File: config.mk
export PLATFORM = sky130hd
export DESIGN_NAME = uart_rx
export DESIGN_NICKNAME = d
export VERILOG_FILES = /design/src/rtl/uart_pkg.sv /design/src/rtl/uart_sync2.sv /design/src/rtl/uart_rx.sv
export SDC_FILE = /design/constraint.sdc
export NUM_CORES = 1
export LEC_CHECK = 0
export CORE_UTILIZATION = 60
export CTS_CLUSTER_DIAMETER = 200
export DETAILED_ROUTE_END_ITERATION = 8
export DONT_BUFFER_PORTS = 1
export PLACE_DENSITY = 0.76
export SKIP_CTS_REPAIR_TIMING = 1
export SLEW_MARGIN = 20
export SYNTH_ARGS = -nofsm -noshare
export SYNTH_HDL_FRONTEND = slang
export SYNTH_HIERARCHICAL = 1
export SYNTH_SLANG_ARGS = --single-unit
File: constraint.sdc
create_clock -name clk -period 2.8 [get_ports clk]
set_input_delay 0.84 -clock clk [delete_from_list [all_inputs] [get_ports clk]]
set_output_delay 0.84 -clock clk [all_outputs]
set_load 0.01 [all_outputs]
File: src/rtl/uart_pkg.sv
// ---------------------------------------------------------------------------
// uart_pkg: definitions shared by the UART receiver and transmitter.
//   - uart_state_t / IDLE, START, DATA, STOP: frame FSM state encoding
//   - uart_cycle(): clocks per bit from clock frequency and baud rate
//   - uart_cnt_w(): width of a counter that must hold 0 .. cycle-1
// ---------------------------------------------------------------------------
package uart_pkg;

  typedef logic [1:0] uart_state_t;

  localparam uart_state_t IDLE  = 2'd0;
  localparam uart_state_t START = 2'd1;
  localparam uart_state_t DATA  = 2'd2;
  localparam uart_state_t STOP  = 2'd3;

  function automatic int unsigned uart_cycle(input int unsigned clk_freq,
                                             input int unsigned baud_rate);
    return clk_freq / baud_rate;
  endfunction

  // Never narrower than one bit so degenerate rates still elaborate.
  function automatic int unsigned uart_cnt_w(input int unsigned cycle);
    return (cycle < 2) ? 1 : $clog2(cycle);
  endfunction

endpackage

File: src/rtl/uart_sync2.sv
// ---------------------------------------------------------------------------
// uart_sync2: two-flop synchroniser for an asynchronous single-bit input.
//   clk      in  system clock
//   rst      in  asynchronous, active-high reset
//   i_async  in  asynchronous input
//   o_sync   out synchronised copy of i_async (2 clocks latency)
// RST_VAL sets the value both flops take in reset (line-idle level).
// ---------------------------------------------------------------------------
module uart_sync2 #(
  parameter logic RST_VAL = 1'b1
) (
  input  logic clk,
  input  logic rst,
  input  logic i_async,
  output logic o_sync
);

  logic r_meta;
  logic r_sync;

  always_ff @(posedge clk or posedge rst) begin
    if (rst) begin
      r_meta <= RST_VAL;
      r_sync <= RST_VAL;
    end else begin
      r_meta <= i_async;
      r_sync <= r_meta;
    end
  end

  assign o_sync = r_sync;

endmodule

File: src/rtl/uart_rx.sv
// ---------------------------------------------------------------------------
// uart_rx: 8N1 UART receiver with valid/ready output handshake.
//   clk            in  system clock, rising edge
//   rst            in  asynchronous, active-high reset
//   rx             in  serial line (asynchronous, idle high)
//   rx_data        out received byte, stable while rx_data_valid
//   rx_data_valid  out byte available, held until accepted
//   rx_data_ready  in  consumer accepts byte when high with rx_data_valid
//   rx_frame_err   out 1-cycle pulse: stop bit low, byte discarded
//   rx_overrun     out 1-cycle pulse: unaccepted byte overwritten
//   rx_busy        out FSM not in IDLE
// ---------------------------------------------------------------------------
module uart_rx
  import uart_pkg::*;
#(
  parameter int unsigned CLK_FREQ  = 100_000_000,
  parameter int unsigned BAUD_RATE = 115_200
) (
  input  logic       clk,
  input  logic       rst,
  input  logic       rx,
  output logic [7:0] rx_data,
  output logic       rx_data_valid,
  input  logic       rx_data_ready,
  output logic       rx_frame_err,
  output logic       rx_overrun,
  output logic       rx_busy
);

  localparam int unsigned CYCLE = uart_cycle(CLK_FREQ, BAUD_RATE);
  localparam int unsigned HALF  = CYCLE / 2;
  localparam int unsigned CNT_W = uart_cnt_w(CYCLE);

  localparam logic [CNT_W-1:0] CNT_LAST = CNT_W'(CYCLE - 1);
  localparam logic [CNT_W-1:0] CNT_MID  = CNT_W'(HALF - 1);

  logic              w_rx_s;
  logic              w_xfer;
  uart_state_t       r_state;
  logic [CNT_W-1:0]  r_cnt;
  logic [2:0]        r_bit_idx;
  logic [7:0]        r_shift;
  logic              r_rx_prev;
  logic [7:0]        r_data;
  logic              r_valid;
  logic              r_frame_err;
  logic              r_overrun;

  uart_sync2 #(.RST_VAL(1'b1)) u_sync (
    .clk     (clk),
    .rst     (rst),
    .i_async (rx),
    .o_sync  (w_rx_s)
  );

  assign w_xfer = r_valid & rx_data_ready;

  always_ff @(posedge clk or posedge rst) begin
    if (rst) begin
      r_state     <= IDLE;
      r_cnt       <= '0;
      r_bit_idx   <= '0;
      r_shift     <= '0;
      r_rx_prev   <= 1'b1;
      r_data      <= '0;
      r_valid     <= 1'b0;
      r_frame_err <= 1'b0;
      r_overrun   <= 1'b0;
    end else begin
      r_rx_prev   <= w_rx_s;
      r_frame_err <= 1'b0;
      r_overrun   <= 1'b0;

      // A byte completing below overrides this clear, so a transfer and a
      // completion in the same cycle leave the new byte valid.
      if (w_xfer) begin
        r_valid <= 1'b0;
      end

      case (r_state)
        IDLE: begin
          if (r_rx_prev && !w_rx_s) begin
            r_state <= START;
            r_cnt   <= '0;
          end
        end

        START: begin
          if (r_cnt == CNT_MID) begin
            r_cnt     <= '0;
            r_bit_idx <= '0;
            r_state   <= w_rx_s ? IDLE : DATA;
          end else begin
            r_cnt <= r_cnt + 1'b1;
          end
        end

        // Counting a full bit from mid-start lands every sample mid-bit.
        DATA: begin
          if (r_cnt == CNT_LAST) begin
            r_cnt     <= '0;
            r_shift   <= {w_rx_s, r_shift[7:1]};
            r_bit_idx <= r_bit_idx + 3'd1;
            if (r_bit_idx == 3'd7) begin
              r_state <= STOP;
            end
          end else begin
            r_cnt <= r_cnt + 1'b1;
          end
        end

        STOP: begin
          if (r_cnt == CNT_LAST) begin
            r_cnt   <= '0;
            r_state <= IDLE;
            if (w_rx_s) begin
              r_data    <= r_shift;
              r_valid   <= 1'b1;
              r_overrun <= r_valid & ~rx_data_ready;
            end else begin
              r_frame_err <= 1'b1;
            end
          end else begin
            r_cnt <= r_cnt + 1'b1;
          end
        end

        default: begin
          r_state <= IDLE;
          r_cnt   <= '0;
        end
      endcase
    end
  end

  assign rx_data       = r_data;
  assign rx_data_valid = r_valid;
  assign rx_frame_err  = r_frame_err;
  assign rx_overrun    = r_overrun;
  assign rx_busy       = (r_state != IDLE);

endmodule

### After elaboration in Yosys (flattened, before gate mapping)

Index checks and enable logic that the tools add are counted.

| word-level totals | value |
|---|---|
| register bits | 37 |
| output and inout port bits | 12 |
| logic and storage cells | 61 |

| operators by class | value |
|---|---|
| $add $sub $neg | 2 |
| equal/unequal tests | 11 |
| mux-type cells | 24 |
| bitwise operators | 3 |
| reductions and logical operators | 10 |

Operators by type and width:

| cell | number |
|---|---|
| 10-bit 2-to-1 mux | 3 |
| 10-bit case mux with 3 select lines | 1 |
| 2-bit 2-to-1 mux | 6 |
| 10-bit by 1-bit adder with 10-bit output, second input constant | 1 |
| 10-bit equality test, second input constant | 1 |
| 10-bit by 9-bit equality test with 1-bit output, second input constant | 1 |
| 1-bit 2-to-1 mux | 10 |
| 2-bit inequality test, second input constant | 5 |
| 2-bit case mux with 4 select lines | 1 |
| 3-bit 2-to-1 mux | 2 |
| 3-bit case mux with 2 select lines | 1 |
| 3-bit AND reduction | 2 |
| 5-bit AND reduction | 1 |
| 2-bit equality test, second input constant | 2 |
| 2-bit nonzero test | 2 |
| 3-bit by 1-bit adder with 3-bit output, second input constant | 1 |
| 3-bit equality test, second input constant | 1 |
| 1-bit AND | 2 |
| 2-bit by 1-bit equality test with 1-bit output, second input constant | 1 |
| 2-bit logical NOT | 1 |
| 2-bit AND reduction | 1 |
| 2-bit OR reduction | 1 |
| 1-bit logical AND | 1 |
| 1-bit logical NOT | 1 |
| 1-bit inverter | 1 |

### Longest topological paths before layout

Gate-level depths: netlist (run 1).

| depth | value |
|---|---|
| word-level depth | 5 |
| depth in mapped cells | 7 |
| depth with buffers taken out | 6 |

### By module

Netlist (run 1), hierarchy kept.

Modules (own cells, without submodules):

| module | times used | cells each | area an instance (um2) |
|---|---|---|---|
| uart_rx | 1 | 143 | 1,746.7 |
| uart_sync2 | 1 | 3 | 56.3 |

### Worst setup path before layout (run 1)

No wires, ideal clock.

| path | value |
|---|---|
| kind | register to register |
| from | register r_cnt[0] |
| to | register r_data[0], in the netlist rx_data[0] |
| data arrival time | 1.990 ns |
| data required time | 2.675 ns |
| setup slack | 0.685 ns |
| cell stages (with the launch flop) | 7 |
| buffers on the path | 1 |
| period minus slack after synthesis | 2.115 ns |
| path through | dfrtp_1 > ha_1 > or4bb_1 > nor3_4 > and4_4 > buf_12 > mux2_4 |

| on the way | value |
|---|---|
| word-level cells in the longest chain between the ends | 2 |

Ends and longest elaborated chain:

| element | line | RTL |
|---|---|---|
| start, declared | uart_rx.sv:40 | `logic [CNT_W-1:0] r_cnt;` |
| start signal, assigned | uart_rx.sv:94 | `r_cnt <= r_cnt + 1'b1;` |
| start signal, assigned | uart_rx.sv:108 | `r_cnt <= r_cnt + 1'b1;` |
| start signal, assigned | uart_rx.sv:124 | `r_cnt <= r_cnt + 1'b1;` |
| 10-bit equality test | uart_rx.sv:113 | `if (r_cnt == CNT_LAST) begin` |
| 3-bit AND reduction (no source line) | n/a |  |
| end signal, assigned | uart_rx.sv:117 | `r_data <= r_shift;` |
| end, declared | uart_rx.sv:44 | `logic [7:0] r_data;` |

No other way between the ends.
A chain may end at the register's enable or synchronous reset.

### Worst setup path after layout (run 1)

| path | value |
|---|---|
| from | register r_cnt[0] |
| to | register r_data[1], in the netlist rx_data[1] |

Same word-level chain as after synthesis.

==> results of run 1 <==
## cell usage in the layout, fill, tap and decap left out, types with 2 or more instances in the layout
cell                       count
sky130_fd_sc_hd__nand2b_1      5
sky130_fd_sc_hd__or2_2         3
sky130_fd_sc_hd__dfrtp_1      34
sky130_fd_sc_hd__ha_1          4
sky130_fd_sc_hd__and4_1        2
sky130_fd_sc_hd__a31oi_1       2
sky130_fd_sc_hd__o211ai_1      4
sky130_fd_sc_hd__nand4_1       2
sky130_fd_sc_hd__dfstp_2       3
sky130_fd_sc_hd__nand2_1      18
sky130_fd_sc_hd__nand3_1       2
sky130_fd_sc_hd__buf_4         3
sky130_fd_sc_hd__clkbuf_4      5
sky130_fd_sc_hd__mux2_4        8
sky130_fd_sc_hd__a21oi_1       2
sky130_fd_sc_hd__a22o_1        2
sky130_fd_sc_hd__a211o_1       4
sky130_fd_sc_hd__o21ai_0       5
sky130_fd_sc_hd__xor2_1        2
sky130_fd_sc_hd__mux2_2        9
sky130_fd_sc_hd__nor3_1        3
sky130_fd_sc_hd__inv_1         6
## power breakdown
group	switching (mW)	leakage, nW	internal (mW)	total (mW)
clock	0.177	0.0445	0.212	0.389
sequential	0.0681	0.493	0.580	0.649
combinational	0.0909	0.361	0.0833	0.174
## worst max-delay path by stage
| stage | start | end |
|---|---|---|
| 6_report | r_cnt[0] | rx_data[1] |
| 5_1_grt | r_cnt[0] | rx_data[1] |
| 4_1_cts | r_cnt[0] | rx_data[1] |
| 3_5_place_dp | r_cnt[0] | rx_data[0] |
| 3_3_place_gp | r_cnt[0] | rx_data[0] |
| 2_1_floorplan | r_cnt[0] | rx_data[0] |
## registers in the layout (all words and copies together) (netlist names), named ones only
| name | flops |
|---|---|
| r_cnt | 10 |
| r_shift | 8 |
| rx_data | 8 |
| r_bit_idx | 3 |
| r_rx_prev | 1 |
| r_state | 1 |
| rx_data_valid | 1 |
| rx_frame_err | 1 |
| rx_overrun | 1 |
| u_sync/o_sync | 1 |
| u_sync/r_meta | 1 |
## per-layer routing
layer  up-vias  routed length, um
li1        532                  -
met1       551               1510
met2        18               1440
met3         2                118
met4         0                  8
met5         -                  0
## cells by family (layout without fill, tap and decap cells)
kind of cell | Yosys count | in the layout
AO/OA/AOI/OAI | 26 | 26
XOR/XNOR | 3 | 3
adder cells (fa/ha/maj) | 4 | 4
buffers and inverters | 13 | 17
flip-flops | 37 | 37
multiplexers | 17 | 17
AND/OR/NAND/NOR | 46 | 46
## worst max-delay path: cells and delay by family (launching register included)
family,cells,cell delay [ns]
adders and majority gates,1,0.25
DFF,1,0.44
muxes,1,0.32
and+or+nand+nor,3,1.17
## metrics by stage
| stage | total power, mW | instance area [sq um] | hold WS [ns] | worst slack (ns) | utilization, % |
|---|---|---|---|---|---|
| after floorplan | 0.782 | 1800 | 0.345 | 0.685 | - |
| after global placement | 0.814 | 1810 | 0.348 | 0.624 | 64.5 |
| after detailed placement | 0.830 | 1810 | 0.350 | 0.556 | 64.5 |
| after CTS | 1.22 | 1900 | 0.370 | 0.534 | 67.6 |
| after global routing | 1.28 | 1900 | 0.375 | 0.388 | 67.6 |
| final | 1.21 | 1900 | 0.370 | 0.523 | 67.6 |
## cell type report
cell class | count | area (sq um) | share of cell area (%)
repair buffers | 3 | 22.5 | 1.19
clock inverters | 2 | 37.5 | 1.98
inverters | 6 | 22.5 | 1.19
well taps | 31 | 38.8 | 2.04
clock buffers | 6 | 51.3 | 2.70
multi-input cells | 96 | 795 | 41.9
flip-flops and latches | 37 | 930 | 49.0
==> impl_results.rst, run 1 <==
.. list-table::
   :header-rows: 1

   * - Metric
     - Value
   * - Via count of the first global-routing pass
     - ~1100
   * - Post-synthesis register bit count
     - 37
   * - Largest family of logic cells by synthesized area
     - simple AND/OR/NAND/NOR gates
   * - Adder-Cell Fraction of Synth Area
     - under 10%
   * - Most frequently used flop master after synthesis
     - sky130_fd_sc_hd__dfrtp_1
   * - Initial standard-cell utilization of the core
     - 64.3%
   * - Endpoint, Worst Hold
     - u_sync/o_sync
   * - Final hold violation count
     - 0
   * - Pleak
     - roughly 0.90 nW
   * - Critical path class
     - reg -> reg
   * - Port Buf Inserts
     - 0
   * - Clock Path Buffers
     - 2
   * - Top-count cell post-synth
     - sky130_fd_sc_hd__dfrtp_1
   * - Total setup violations reported at the end of the flow
     - 0
   * - Reg clk slew, reported paths
     - around 0.11 ns
   * - Post-detailed-routing wire length
     - 3080 um
   * - Initial antenna violation count
     - 0
   * - Average size of a mapped cell
     - 12.3 sq um
   * - Wire length of the first global-routing pass
     - roughly 5300 um
   * - Master of the slowest instance on the critical path
     - sky130_fd_sc_hd__or4bb_1
   * - Outcome
     - completed
   * - Headroom to the max-slew limit
     - a little under three quarters
   * - Post-Synth Simple-Gate Area
     - 15.4%
   * - Placed instance count
     - about 170
   * - Count of cell types in the netlist
     - between 40 and 50
   * - GR met3 Demand/Resource
     - 6.68%
   * - Insertion delay to the later sink of the worst-skew pair
     - around 0.34 ns
   * - Average wire per cell in the routed design
     - 17.0 um
   * - Net count of the mapped netlist
     - between 150 and 200
   * - Largest net degree at the start of global routing
     - 36
   * - Via count
     - around 1100
   * - Highest-utilization routing layer at the global route stage
     - met2
   * - XOR/XNOR Fraction of Synth Area
     - under 10%
   * - Count of non-filler cells in the finished layout
     - 181
   * - Total DRC errors in the routed layout
     - 0
   * - Total number of nets in the final design
     - around 160
   * - Post-synthesis mux area share
     - approximately 12%
   * - Total number of clock tree sinks
     - 37
   * - Met1 track demand over resource in global routing
     - around 33%
   * - Min Clock Period, post-route
     - around 2.3 ns
   * - Congestion Overflow GR
     - 0
   * - Maximum operating frequency
     - 439 MHz
   * - Number of levels the H-tree was split into
     - 2
   * - Vertical die dimension
     - about 57 um
   * - Post-synth top area share
     - approximately 47%
   * - Worst Path Required
     - approximately 3 ns
   * - Fill cells
     - between 200 and 250
   * - Largest vdd supply drop
     - 374 uV
   * - Global placement routability congestion
     - between 0.8 and 0.9
   * - Number of cells on the worst reg-to-reg path
     - 5
   * - Summed negative setup slack over all endpoints
     - 0 ns
   * - Clock buffer count from CTS
     - 5
   * - Clock Skew
     - roughly 0.0095 ns
   * - Crit end category
     - flip-flop
   * - Fraction of synthesis flops using an asynchronous set or reset pin
     - 100%
   * - Source of the worst hold timing path
     - u_sync/r_meta
   * - Yosys warning total
     - 6
   * - Synthesized-area fraction occupied by ao, oa, aoi and oai cells
     - roughly 12%
   * - Number of enable-type register cells in the synthesized netlist
     - 0
   * - Portion of the post-synthesis area used by sequential elements
     - roughly half
   * - Area of the mapped netlist
     - between 1500 and 2000 sq um
   * - Fraction of final layout cells sized beyond drive strength 1
     - 26.0%
   * - Area of the core
     - approximately 2800 sq um
   * - Number of cells produced by synthesis
     - roughly 150
   * - MaxCap Viol Count
     - 0
   * - Worst hold path stage count
     - 0
   * - Critical path cell sequence
     - ha_1, or4bb_1, nor3_4, and4_4, mux2_4
   * - Final antenna diode count
     - 0
   * - Measured slew at the worst slew-check pin
     - about 0.42 ns
   * - Final HPWL DP
     - ~2100 um
   * - TritonRoute pass-1 iters
     - 4
   * - Reg-to-reg slack, setup
     - between 0.5 and 0.6 ns
   * - Cell Rows
     - 19
   * - Pwr dens
     - around 640 nW/um^2
   * - Cell types with the largest area share after synthesis
     - sky130_fd_sc_hd__dfrtp_1 47%, sky130_fd_sc_hd__mux2_4 6.7%, sky130_fd_sc_hd__mux2_2 5.6%, sky130_fd_sc_hd__dfstp_2 4.4%, sky130_fd_sc_hd__nand2_1 3.7%
   * - Worst reg2reg startpoint
     - r_cnt[0]
   * - Maximum fanout along the worst path
     - 8
   * - Data arrival at the endpoint of the critical path
     - approximately 2.5 ns
   * - Cell taking the most area after synthesis
     - sky130_fd_sc_hd__dfrtp_1
   * - Area growth from synthesis to layout
     - 5.20%
   * - Crit path largest cell delay
     - between 0.5 and 0.6 ns
   * - Worst min-delay path class
     - reg -> reg
   * - Met2 capacity usage during global routing
     - 32.7%
   * - Horizontal die dimension
     - about 57 um
   * - TritonCTS clock tree
     - yes
   * - CP Launch Type
     - flip-flop
   * - Die ar.
     - around 3200 sq um
   * - Cell types with the highest counts after synthesis
     - 34 x sky130_fd_sc_hd__dfrtp_1, 18 x sky130_fd_sc_hd__nand2_1, 9 x sky130_fd_sc_hd__mux2_2
   * - Max Transition Viols Final
     - 0
   * - Routed vias/inst
     - around 6.1
   * - Unrepaired setup endpoints after global routing
     - false
   * - Number of antenna-violating nets in the routed design
     - 0
   * - Starting DRT DRC Count
     - 34
   * - Final critical-path share of the clock period
     - 81.3%
   * - Reg-to-reg endpoint
     - rx_data[1]
   * - Global routing usage summed across all routing layers
     - between 20% and 30%
   * - Clock root buffer
     - sky130_fd_sc_hd__clkbuf_4
   * - Number of I/O pins
     - 16
(Power assumes the default switching activity.)
==> run 2, diff against run 1 <==
--- a/config.mk
+++ b/config.mk
@@ -5,11 +5,11 @@
 export SDC_FILE = /design/constraint.sdc
 export NUM_CORES = 1
 export LEC_CHECK = 0
-export CORE_UTILIZATION = 60
+export CORE_UTILIZATION = 56
 export CTS_CLUSTER_DIAMETER = 200
 export DETAILED_ROUTE_END_ITERATION = 8
 export DONT_BUFFER_PORTS = 1
-export PLACE_DENSITY = 0.76
+export PLACE_DENSITY = 0.74
 export SKIP_CTS_REPAIR_TIMING = 1
 export SLEW_MARGIN = 20
 export SYNTH_ARGS = -nofsm -noshare
==> constraint.sdc (replaced) <==
create_clock -name clk -period 1.9 [get_ports clk]
set_input_delay 0.57 -clock clk [delete_from_list [all_inputs] [get_ports clk]]
set_output_delay 0.57 -clock clk [all_outputs]
set_load 0.01 [all_outputs]
==> run 2 against run 1 <==
Net effect:
- the flow now finishes with violations (negative setup slack)
- hold slack worse by 0.23 ns
- routed wire length is 12% higher
- first-iteration DRC count is 26% higher
- clock-buffer cell count is 1 higher
- combinational power grew to 2.6 times the previous value
==> impl_results.rst, run 2 (same netlist as run 1, synthesis figures left out) <==
.. list-table::
   :header-rows: 1

   * - Metric
     - Value
   * - Commonest cells after routing, fill and taps aside
     - 34 x sky130_fd_sc_hd__dfrtp_1, 20 x sky130_fd_sc_hd__buf_4, 18 x sky130_fd_sc_hd__nand2_1
   * - Number of levels the H-tree was split into
     - 2 (unchanged)
   * - Switching pwr
     - 0.526 mW (+56%)
   * - MaxCap Viol Count
     - 0 (unchanged)
   * - Routed vias/inst
     - 5.74 (-5.7%)
   * - Average wire per cell in the routed design
     - 16.4 um (-3.8%)
   * - Max Transition Viols Final
     - 0 (unchanged)
   * - Largest net degree at the start of global routing
     - 36 (unchanged)
   * - Total number of nets in the final design
     - 174 (+11%)
   * - Crit end category
     - flip-flop
   * - Switching Fraction
     - 30.0% (+2.2 points)
   * - Most common cell after layout, fill and taps aside
     - sky130_fd_sc_hd__dfrtp_1
   * - Starting DRT DRC Count
     - 43 (+26%)
   * - Area of the core
     - 3050 sq um (+8.8%)
   * - Largest vdd supply drop
     - 712 uV (+91%)
   * - Final critical-path share of the clock period
     - 104% (+23 points)
   * - Worst Path Required
     - 2.12 ns (-0.91 ns)
   * - Fraction of final layout cells sized beyond drive strength 1
     - 35.3% (+9.3 points)
   * - Pleak
     - 0.972 nW (+8.2%)
   * - Part of the total power dissipated in the clock network
     - 22.0% (-10 points)
   * - Area growth from synthesis to layout
     - 13.1%
   * - Pwr dens
     - 860 nW/um^2 (+35%)
   * - Reg clk slew, reported paths
     - 0.11 ns (about the same)
   * - Initial antenna violation count
     - 0 (unchanged)
   * - Maximum fanout along the worst path
     - 8 (unchanged)
   * - Final hold violation count
     - 0 (unchanged)
   * - Number of I/O pins
     - 16 (unchanged)
   * - Initial standard-cell utilization of the core
     - 59.1% (-5.2 points)
   * - Die ar.
     - 3450 sq um (+6.9%)
   * - Congestion Overflow GR
     - 0 (unchanged)
   * - Clock root buffer
     - sky130_fd_sc_hd__clkbuf_4
   * - CP Launch Type
     - flip-flop
   * - TritonCTS clock tree
     - yes
   * - Worst slack on hold paths
     - 0.141 ns (-0.229 ns)
   * - TritonRoute pass-1 iters
     - 4 (unchanged)
   * - Post-detailed-routing wire length
     - 3450 um (+12%)
   * - Reg-to-reg endpoint
     - rx_data[5]
   * - Unrepaired setup endpoints after global routing
     - true
   * - Register share of total power
     - 51.7% (-1.8 points)
   * - Total number of clock tree sinks
     - 37 (unchanged)
   * - Final antenna diode count
     - 0 (unchanged)
   * - Insertion delay to the later sink of the worst-skew pair
     - 0.33 ns (about the same)
   * - Total power consumption of the routed design
     - 1.75 mW (+45%)
   * - Via count of the first global-routing pass
     - 1184 (+6.5%)
   * - Worst reg2reg startpoint
     - r_cnt[1]
   * - Cell Rows
     - 20 (+1)
   * - Vertical die dimension
     - 58.7 um (+3.4%)
   * - Outcome
     - finished, violations left
   * - Number of antenna-violating nets in the routed design
     - 0 (unchanged)
   * - Wire length of the first global-routing pass
     - 5590 um (+4.8%)
   * - Min Clock Period, post-route
     - 1.99 ns (-0.292 ns)
   * - Headroom to the max-slew limit
     - 71.5% (-0.32 points)
   * - Port Buf Inserts
     - 0 (unchanged)
   * - Clock buffer count from CTS
     - 5 (unchanged)
   * - Total DRC errors in the routed layout
     - 0 (unchanged)
   * - Worst min-delay path class
     - in -> async
   * - Internal
     - 1.23 mW (+40%)
   * - Total setup violations reported at the end of the flow
     - 9 (+9)
   * - Largest register FFs
     - 10 (unchanged)
   * - Number of cells on the worst reg-to-reg path
     - 5 (unchanged)
   * - Clock Skew
     - 0.00709 ns (-0.00241 ns)
   * - Critical path class
     - reg -> reg
   * - Register bank with the most flops
     - r_cnt
   * - Data arrival at the endpoint of the critical path
     - 2.20 ns (-0.31 ns)
   * - Reg-to-reg slack, setup
     - -0.09 ns (-0.61 ns)
   * - Maximum operating frequency
     - 504 MHz (+15%)
   * - Combinational fraction of design power
     - 26.3% (+12 points)
   * - Measured slew at the worst slew-check pin
     - 0.428 ns (+0.00487 ns)
   * - Global placement routability congestion
     - 0.887 (+9.6%)
   * - Violated checks
     - negative setup slack
   * - Via count
     - 1212 (+9.9%)
   * - Final HPWL DP
     - 2390 um (+11%)
   * - Final worst-path setup slack
     - -0.0852 ns (-0.608 ns)
   * - Clock Path Buffers
     - 2 (unchanged)
   * - Horizontal die dimension
     - 58.7 um (+3.4%)
   * - Global routing usage summed across all routing layers
     - 22.0% (-0.27 points)
## run 2: through the flow
stage / TNS [ns] / std cells / setup WS (ns) / area [sq um] / utilization (%)
after floorplan: -1.60 / 146 / -0.200 / 1810 / -
after global placement: -0.408 / 201 / -0.0514 / 1940 / 63.6
after detailed placement: -0.965 / 201 / -0.123 / 1940 / 63.6
after CTS: -1.09 / 209 / -0.145 / 1990 / 65.3
after global routing: -1.07 / 211 / -0.135 / 2040 / 66.8
final: -0.647 / 211 / -0.0852 / 2040 / 66.8
## run 2: power groups by stage
stage	registers (mW)	logic, mW	clock network (mW)
3_3_place_gp	0.915	0.400	0
5_1_grt	0.916	0.513	0.433
2_1_floorplan	0.938	0.219	0
4_1_cts	0.905	0.417	0.402
3_5_place_dp	0.921	0.413	0
6_report	0.907	0.460	0.387
## run 2: how the worst max path moves through the flow
stage / from / endpoint / slack [ns] / depth (start not counted)
after floorplan: r_cnt[0] / rx_data[0] / -0.20 / 6
final: r_cnt[1] / rx_data[5] / -0.09 / 5
after global placement: r_cnt[1] / rx_data[0] / -0.05 / 5
after detailed placement: r_cnt[1] / rx_data[6] / -0.12 / 5
after CTS: r_cnt[1] / rx_data[5] / -0.14 / 5
after global routing: r_cnt[1] / rx_data[6] / -0.14 / 5
## run 2: critical path, stage by stage, from the launching register on
cell and delay [ns]:
sky130_fd_sc_hd__dfrtp_1 0.38, sky130_fd_sc_hd__ha_2 0.18, sky130_fd_sc_hd__or4bb_4 0.49, sky130_fd_sc_hd__nor3_4 0.15, sky130_fd_sc_hd__and4_4 0.36, sky130_fd_sc_hd__mux2_4 0.32
## run 2: area by class of cell
cell class                 count  area [sq um]
fill                         249          1010
sequential                    37           930
multi-input combinational     96           832
timing repair buffer          20           150
tap                           44          55.1
clock buffer                   7          45.0
inverter                       6          22.5
clock inverter                 1          5.00
## run 2: layer usage
| layer | vias to the layer above | share of wire, % | GRT usage [%] | routed length [um] |
|---|---|---|---|---|
| met4 | 0 | 1.7 | 8.50 | 60 |
| li1 | 564 | - | - | - |
| met1 | 615 | 42 | 28.1 | 1470 |
| met3 | 7 | 3.3 | 5.27 | 113 |
| met5 | - | 0 | 0 | 0 |
| met2 | 26 | 52 | 36.0 | 1810 |
==> run 3, diff against run 2 <==
--- a/config.mk
+++ b/config.mk
@@ -11,7 +11,6 @@
 export DONT_BUFFER_PORTS = 1
 export PLACE_DENSITY = 0.74
 export SKIP_CTS_REPAIR_TIMING = 1
-export SLEW_MARGIN = 20
 export SYNTH_ARGS = -nofsm -noshare
 export SYNTH_HDL_FRONTEND = slang
 export SYNTH_HIERARCHICAL = 1
==> results of run 3 <==
Final layout, timing and power as in run 2 (identical DEF).
==> variant 1 (settings of run 2) <==
Change the parameter `BAUD_RATE` from 115_200 to 230_400.
--- a/src/rtl/uart_rx.sv
+++ b/src/rtl/uart_rx.sv
@@ -16,3 +16,3 @@
   parameter int unsigned CLK_FREQ  = 100_000_000,
-  parameter int unsigned BAUD_RATE = 115_200
+  parameter int unsigned BAUD_RATE = 230_400
 ) (
Behaviour: no difference found for any inputs over 10 cycles, from zero or initial values and one cycle with rst high; that may be too few to reach the edited logic, so the function may still have changed.
==> variant 1 against run 2 <==
Synthesized area fell by 3.4%; critical endpoint is now rx_busy; setup slack better by 190 ps; design area shrank 6.4%; clock power rose by 39%; largest power group unchanged; total power increased by 8.9%; sequential cell count fell by 1; the run ends with design-rule violations left; clock skew is 4.9 ps higher; combinational power fell by 0.9%; wire length decreased by 11%.
==> variant 1: results (changes against run 2) <==
Run status
  – Status: finished with violations
  – Failing checks: design-rule violations

Synthesis
  – Synth Instances: 144 (-1.4%)
  – Yosys cell types: 42 (-4.5%)
  – Synth area leaders: dfrtp_1, mux2_4, mux2_2
  – Asr flop ratio synth: 100% (unchanged)
  – Post-synth EDFFs: 0 (unchanged)
  – Yosys reg bits: 36 (-2.7%)
  – Commonest cells in the netlist: dfrtp_1, nand2_1, mux2_2, mux2_4
  – Seq/Total Area, Yosys: 51.9% (+0.38 points)
  – Syn_nets: 153 (-0.65%)

Detailed routing
  – Initial drt markers: 41 (-4.7%)
  – Post-DR vias/cell: 6.22 (+8.3%)
  – # DRC: 1 (+1)
  – Wire per inst: 16.3 um (-0.22%)
  – 1st-pass router iterations: 6 (+2)
  – Final WL: 3070 um (-11%)

Setup path
  – Worst-path maximum fanout: 11 (+3)
  – Worst EP arrival: 1230 ps (-970 ps)
  – Worst path slowest cell: dfrtp_1
  – CP peak stage delay: 490 ps (about the same)
  – CP top delay family: flip-flops

Pwr
  – P_int: 1.36 mW (+10%)
  – VDD IR max: 0.000659 V (-7.5%)
  – LEAKAGE: 0.932 nW (-4.1%)

Final layout
  – Non-clk buf share: 4.98% (-2.4 points)
  – N_diodes: 0 (unchanged)
  – Share of layout cells above drive strength 1: 32.5% (-2.8 points)
  – Layout Nets: 165 (-5.2%)
  – Fill cells: 231 (-7.2%)
  – #MultiIn Comb: 95 (-1.0%)
  – Logic inverters: 7 (+1)
  – FF/Latch Area: 905 sq um (-2.7%)
  – Largest reg by FF count: r_cnt
  – ClkCell Share: 4.20% (+1.7 points)
  – Max reg flops: 9 (-1)
  – Layout clock buffer count: 5 (-2)
  – Multi-input gate share of total cell area: 40.0% (-0.80 points)
  – Repair and plain buffers: 11 (-45%)

Global route
  – Initial antenna violation count: 0 (unchanged)
  – GRT Overall Usage: 21.4% (-0.51 points)
  – First-pass GRT wire length: 5280 um (-5.6%)
  – Largest net degree at the start of global routing: 23 (-36%)
  – Number of global-route vias before repair: 1175 (-0.76%)

Placed design
  – Dpl ws: 90.0 ps (+213 ps)
  – Placed cells: 180 (-10%)
  – Dpl hpwl: 2300 um (-3.8%)
  – Placer congestion estimate: 0.847 (-4.5%)

CTS
  – Clock network latency to the later pin of the worst-skew pair: 350 ps (+20 ps)
  – Max Root-Sink Buffers: 2 (unchanged)
  – Clock root buffer: clkbuf_4
  – CTS H-tree depth: 2 (unchanged)

Timing
  – Count of final setup violators: 0 (-9)
  – Clk_skew: 12.0 ps (+4.93 ps)
  – Slew HR: 64.5% (-7.0 points)
[variant 1: changes by cell type in the layout (fill, tap and decap cells not counted), sizes merged, moves of 4 or more]
cell | run 2 | this run
nand2 | 18 | 13
nand2b | 5 | 1
o211ai | 4 | 0
nand3 | 2 | 7
a211o | 4 | 0
buf | 20 | 11
o22ai | 0 | 5
[variant 1: final timing paths]
path | start | to | slack (ps) | cells after the start
min | rst | u_sync/r_meta | 120 | 1
max in group asynchronous | rst | r_shift[7] | 1270 | 2
min reg2reg | u_sync/r_meta | u_sync/o_sync | 370 | 0
max | r_state[0] | rx_busy | 100 | 1
min in group clk | rx | u_sync/r_meta | 210 | 0
max reg2reg | r_cnt[1] | rx_data[4] | 100 | 6
[variant 1: per-layer routing]
layer  GRT usage (%)  part of all wire (%)
met4            9.18                   2.5
met3            8.26                   6.2
met1            24.8                    42
met2            35.7                    49
met5               0                     0
[variant 1: stage by stage]
step / instance area [sq um] / total power [mW]
after floorplan: 1740 / 1.21
after global placement: 1830 / 1.35
after detailed placement: 1830 / 1.39
after CTS: 1910 / 1.92
after global routing: 1910 / 2.01
final: 1910 / 1.91
[variant 1: cells by family (layout without fill, tap and decap cells)]
| logic type | count (synthesis) | after routing | synth area share (%) |
|---|---|---|---|
| multiplexers | 19 | 19 | 13.9 |
| AO/OA/AOI/OAI | 24 | 24 | 10.1 |
| AND/OR/NAND/NOR | 47 | 47 | 16.3 |
| adder cells (fa/ha/maj) | 5 | 5 | 3.59 |
| flip-flops | 36 | 36 | 51.9 |
| buffers and inverters | 13 | 26 | 4.24 |
[variant 1: power groups by stage]
stage,Clock [mW],Combinational [mW],Sequential [mW]
after global placement,0,0.420,0.926
final,0.536,0.456,0.919
after detailed placement,0,0.454,0.934
after CTS,0.545,0.457,0.918
after global routing,0.573,0.512,0.929
after floorplan,0,0.271,0.939
==> variant 2 (config.mk and constraints of run 2) <==
Made on the original files. Register the input `rx` before use. The logic sees it one clock later. The other inputs are not delayed to match.
--- a/src/rtl/uart_rx.sv
+++ b/src/rtl/uart_rx.sv
@@ -36,2 +36,8 @@
 
+  logic rx_q;
+
+  always_ff @(posedge clk) begin
+    rx_q <= rx;
+  end
+
   logic              w_rx_s;
@@ -51,3 +57,3 @@
     .rst     (rst),
-    .i_async (rx),
+    .i_async (rx_q),
     .o_sync  (w_rx_s)
Formal check against the unedited RTL: not equivalent (a bounded check fails within 4 cycles, from zero or initial values and one cycle with rst high).
==> variant 2 against run 2 <==
The flow still finishes with violations (negative setup slack); design area rose by 2.1%; setup slack improved by 38 ps; hold slack got worse by 25 ps; sequential cell count rose by 1; synthesized cell count rose by 0.68%; sequential power rose by 3.6%; wire length fell by 0.61%; total power rose by 5.4%; synthesized area rose by 1.1%; count of clock-buffer cells in the layout fell by 1; via count fell by 0.99%; sequential share of layout area rose by 0.090 points; utilization rose by 0.84 points; highest routed layer unchanged.
==> variant 2: results (changes against run 2) <==
Run status
  – Status: finished with violations
  – Failing checks: negative setup slack

Global route
  – First-pass GRT wire length: 5730 um (+2.5%)
  – Number of global-route vias before repair: 1220 (+3.0%)
  – GRT Overall Usage: 22.9% (+0.92 points)

Detailed routing
  – Final WL: 3430 um (-0.61%)
  – Post-DR vias/cell: 5.61 (-2.4%)
  – Initial drt markers: 59 (+37%)

Synthesis
  – Synth area leaders: dfrtp_1, mux2_4, mux2_2
  – Synth Instances: 147 (+0.68%)
  – Asr flop ratio synth: 97.4% (-2.6 points)
  – Yosys cell types: 45 (+2.3%)
  – Seq/Total Area, Yosys: 52.1% (+0.53 points)
  – Syn_nets: 155 (+0.65%)

Timing
  – Total negative slack: -334 ps (+313 ps)
  – Setup slack after layout: -47.4 ps (+37.8 ps)
  – Worst hold slack: 116 ps (-25.3 ps)
  – Clk_skew: 9.06 ps (+1.96 ps)
  – Count of final setup violators: 8 (-1)
  – Worst slew pin tran: 433 ps (+4.82 ps)

Setup path
  – CP peak stage delay: 480 ps
  – Worst R2R End: rx_data[3]
  – Worst-path maximum fanout: 8 (unchanged)
  – CP top delay family: simple AND/OR/NAND/NOR gates

Worst hold path
  – Type of the tightest min-delay check: input port to asynchronous set/reset pin

Pwr
  – VDD IR max: 0.000567 V (-20%)
  – LEAKAGE: 1.01 nW (+3.9%)

Final layout
  – Layout Cells excl Fill: 214 (+1.4%)
  – Layout Nets: 177 (+1.7%)
  – Share of layout cells above drive strength 1: 35.9% (+0.55 points)
  – Fill cells: 237 (-4.8%)

Placed design
  – Placed cells: 203 (+1.0%)
  – Dpl hpwl: 2390 um (about the same)
  – Placer congestion estimate: 0.887 (about the same)

CTS
  – CTS clock-pin slew for the worst setup and hold paths: 110 ps (about the same)
  – Clock network latency to the later pin of the worst-skew pair: 360 ps (+30 ps)
-- variant 2: cell types whose count changed in the layout (fill, tap and decap cells not counted), sizes merged --
| cell | run 2 | this run |
|---|---|---|
| dfxtp | 0 | 1 |
| clkinvlp | 0 | 1 |
| clkbuf | 7 | 6 |
| buf | 20 | 22 |
-- variant 2: layout make-up --
cell class,instances,share of cell area [%]
repair buffers,22,8.11
multi-input cells,96,39.4
inverters,6,1.08
clock inverters,2,0.601
well taps,44,2.64
flip-flops and latches,38,45.7
clock buffers,6,2.46
-- variant 2: power by group through the flow --
stage | logic, mW | registers (mW) | clock network (mW)
2_1_floorplan | 0.232 | 0.981 | 0
3_3_place_gp | 0.444 | 0.947 | 0
3_5_place_dp | 0.453 | 0.957 | 0
4_1_cts | 0.456 | 0.939 | 0.463
5_1_grt | 0.522 | 0.951 | 0.499
6_report | 0.461 | 0.940 | 0.447
-- variant 2: worst reg2reg max path, cell delays in order, from the launching register on --
cell and delay [ps]:
dfrtp_1 370, ha_2 180, or4bb_4 480, nor3_4 150
and4_4 350, mux2_4 320
-- variant 2: cell families (layout without fill, tap and decap cells) --
group,count (synthesis),count (layout),synth area share (%)
XOR/XNOR,3,3,1.44
buffers and inverters,13,36,4.32
AO/OA/AOI/OAI,26,26,12.0
AND/OR/NAND/NOR,46,46,15.2
flip-flops,38,38,52.1
adder cells (fa/ha/maj),4,4,2.75
multiplexers,17,17,12.1
-- variant 2: how the worst max path moves through the flow --
stage,from,end
after CTS,r_cnt[1],rx_data[2]
final,r_cnt[1],rx_data[3]
after floorplan,r_cnt[0],rx_data[0]
after detailed placement,r_cnt[1],rx_data[2]
after global routing,r_cnt[1],rx_data[4]
after global placement,r_cnt[1],rx_data[3]
-- variant 2: through the flow --
stage | instance area (sq um) | worst slack, ps
floorplan | 1830 | -200
global placement | 1970 | -55.7
detailed placement | 1970 | -122
CTS | 2030 | -137
finish | 2080 | -47.4
global route | 2080 | -116
-- variant 2: layer usage --
metal	vias to the layer above	track usage (%)	part of all wire, %
li1	569	-	-
met1	599	31.3	49
met2	23	33.9	44
met3	9	5.24	4.0
met4	0	12.2	2.3
met5	-	0	0
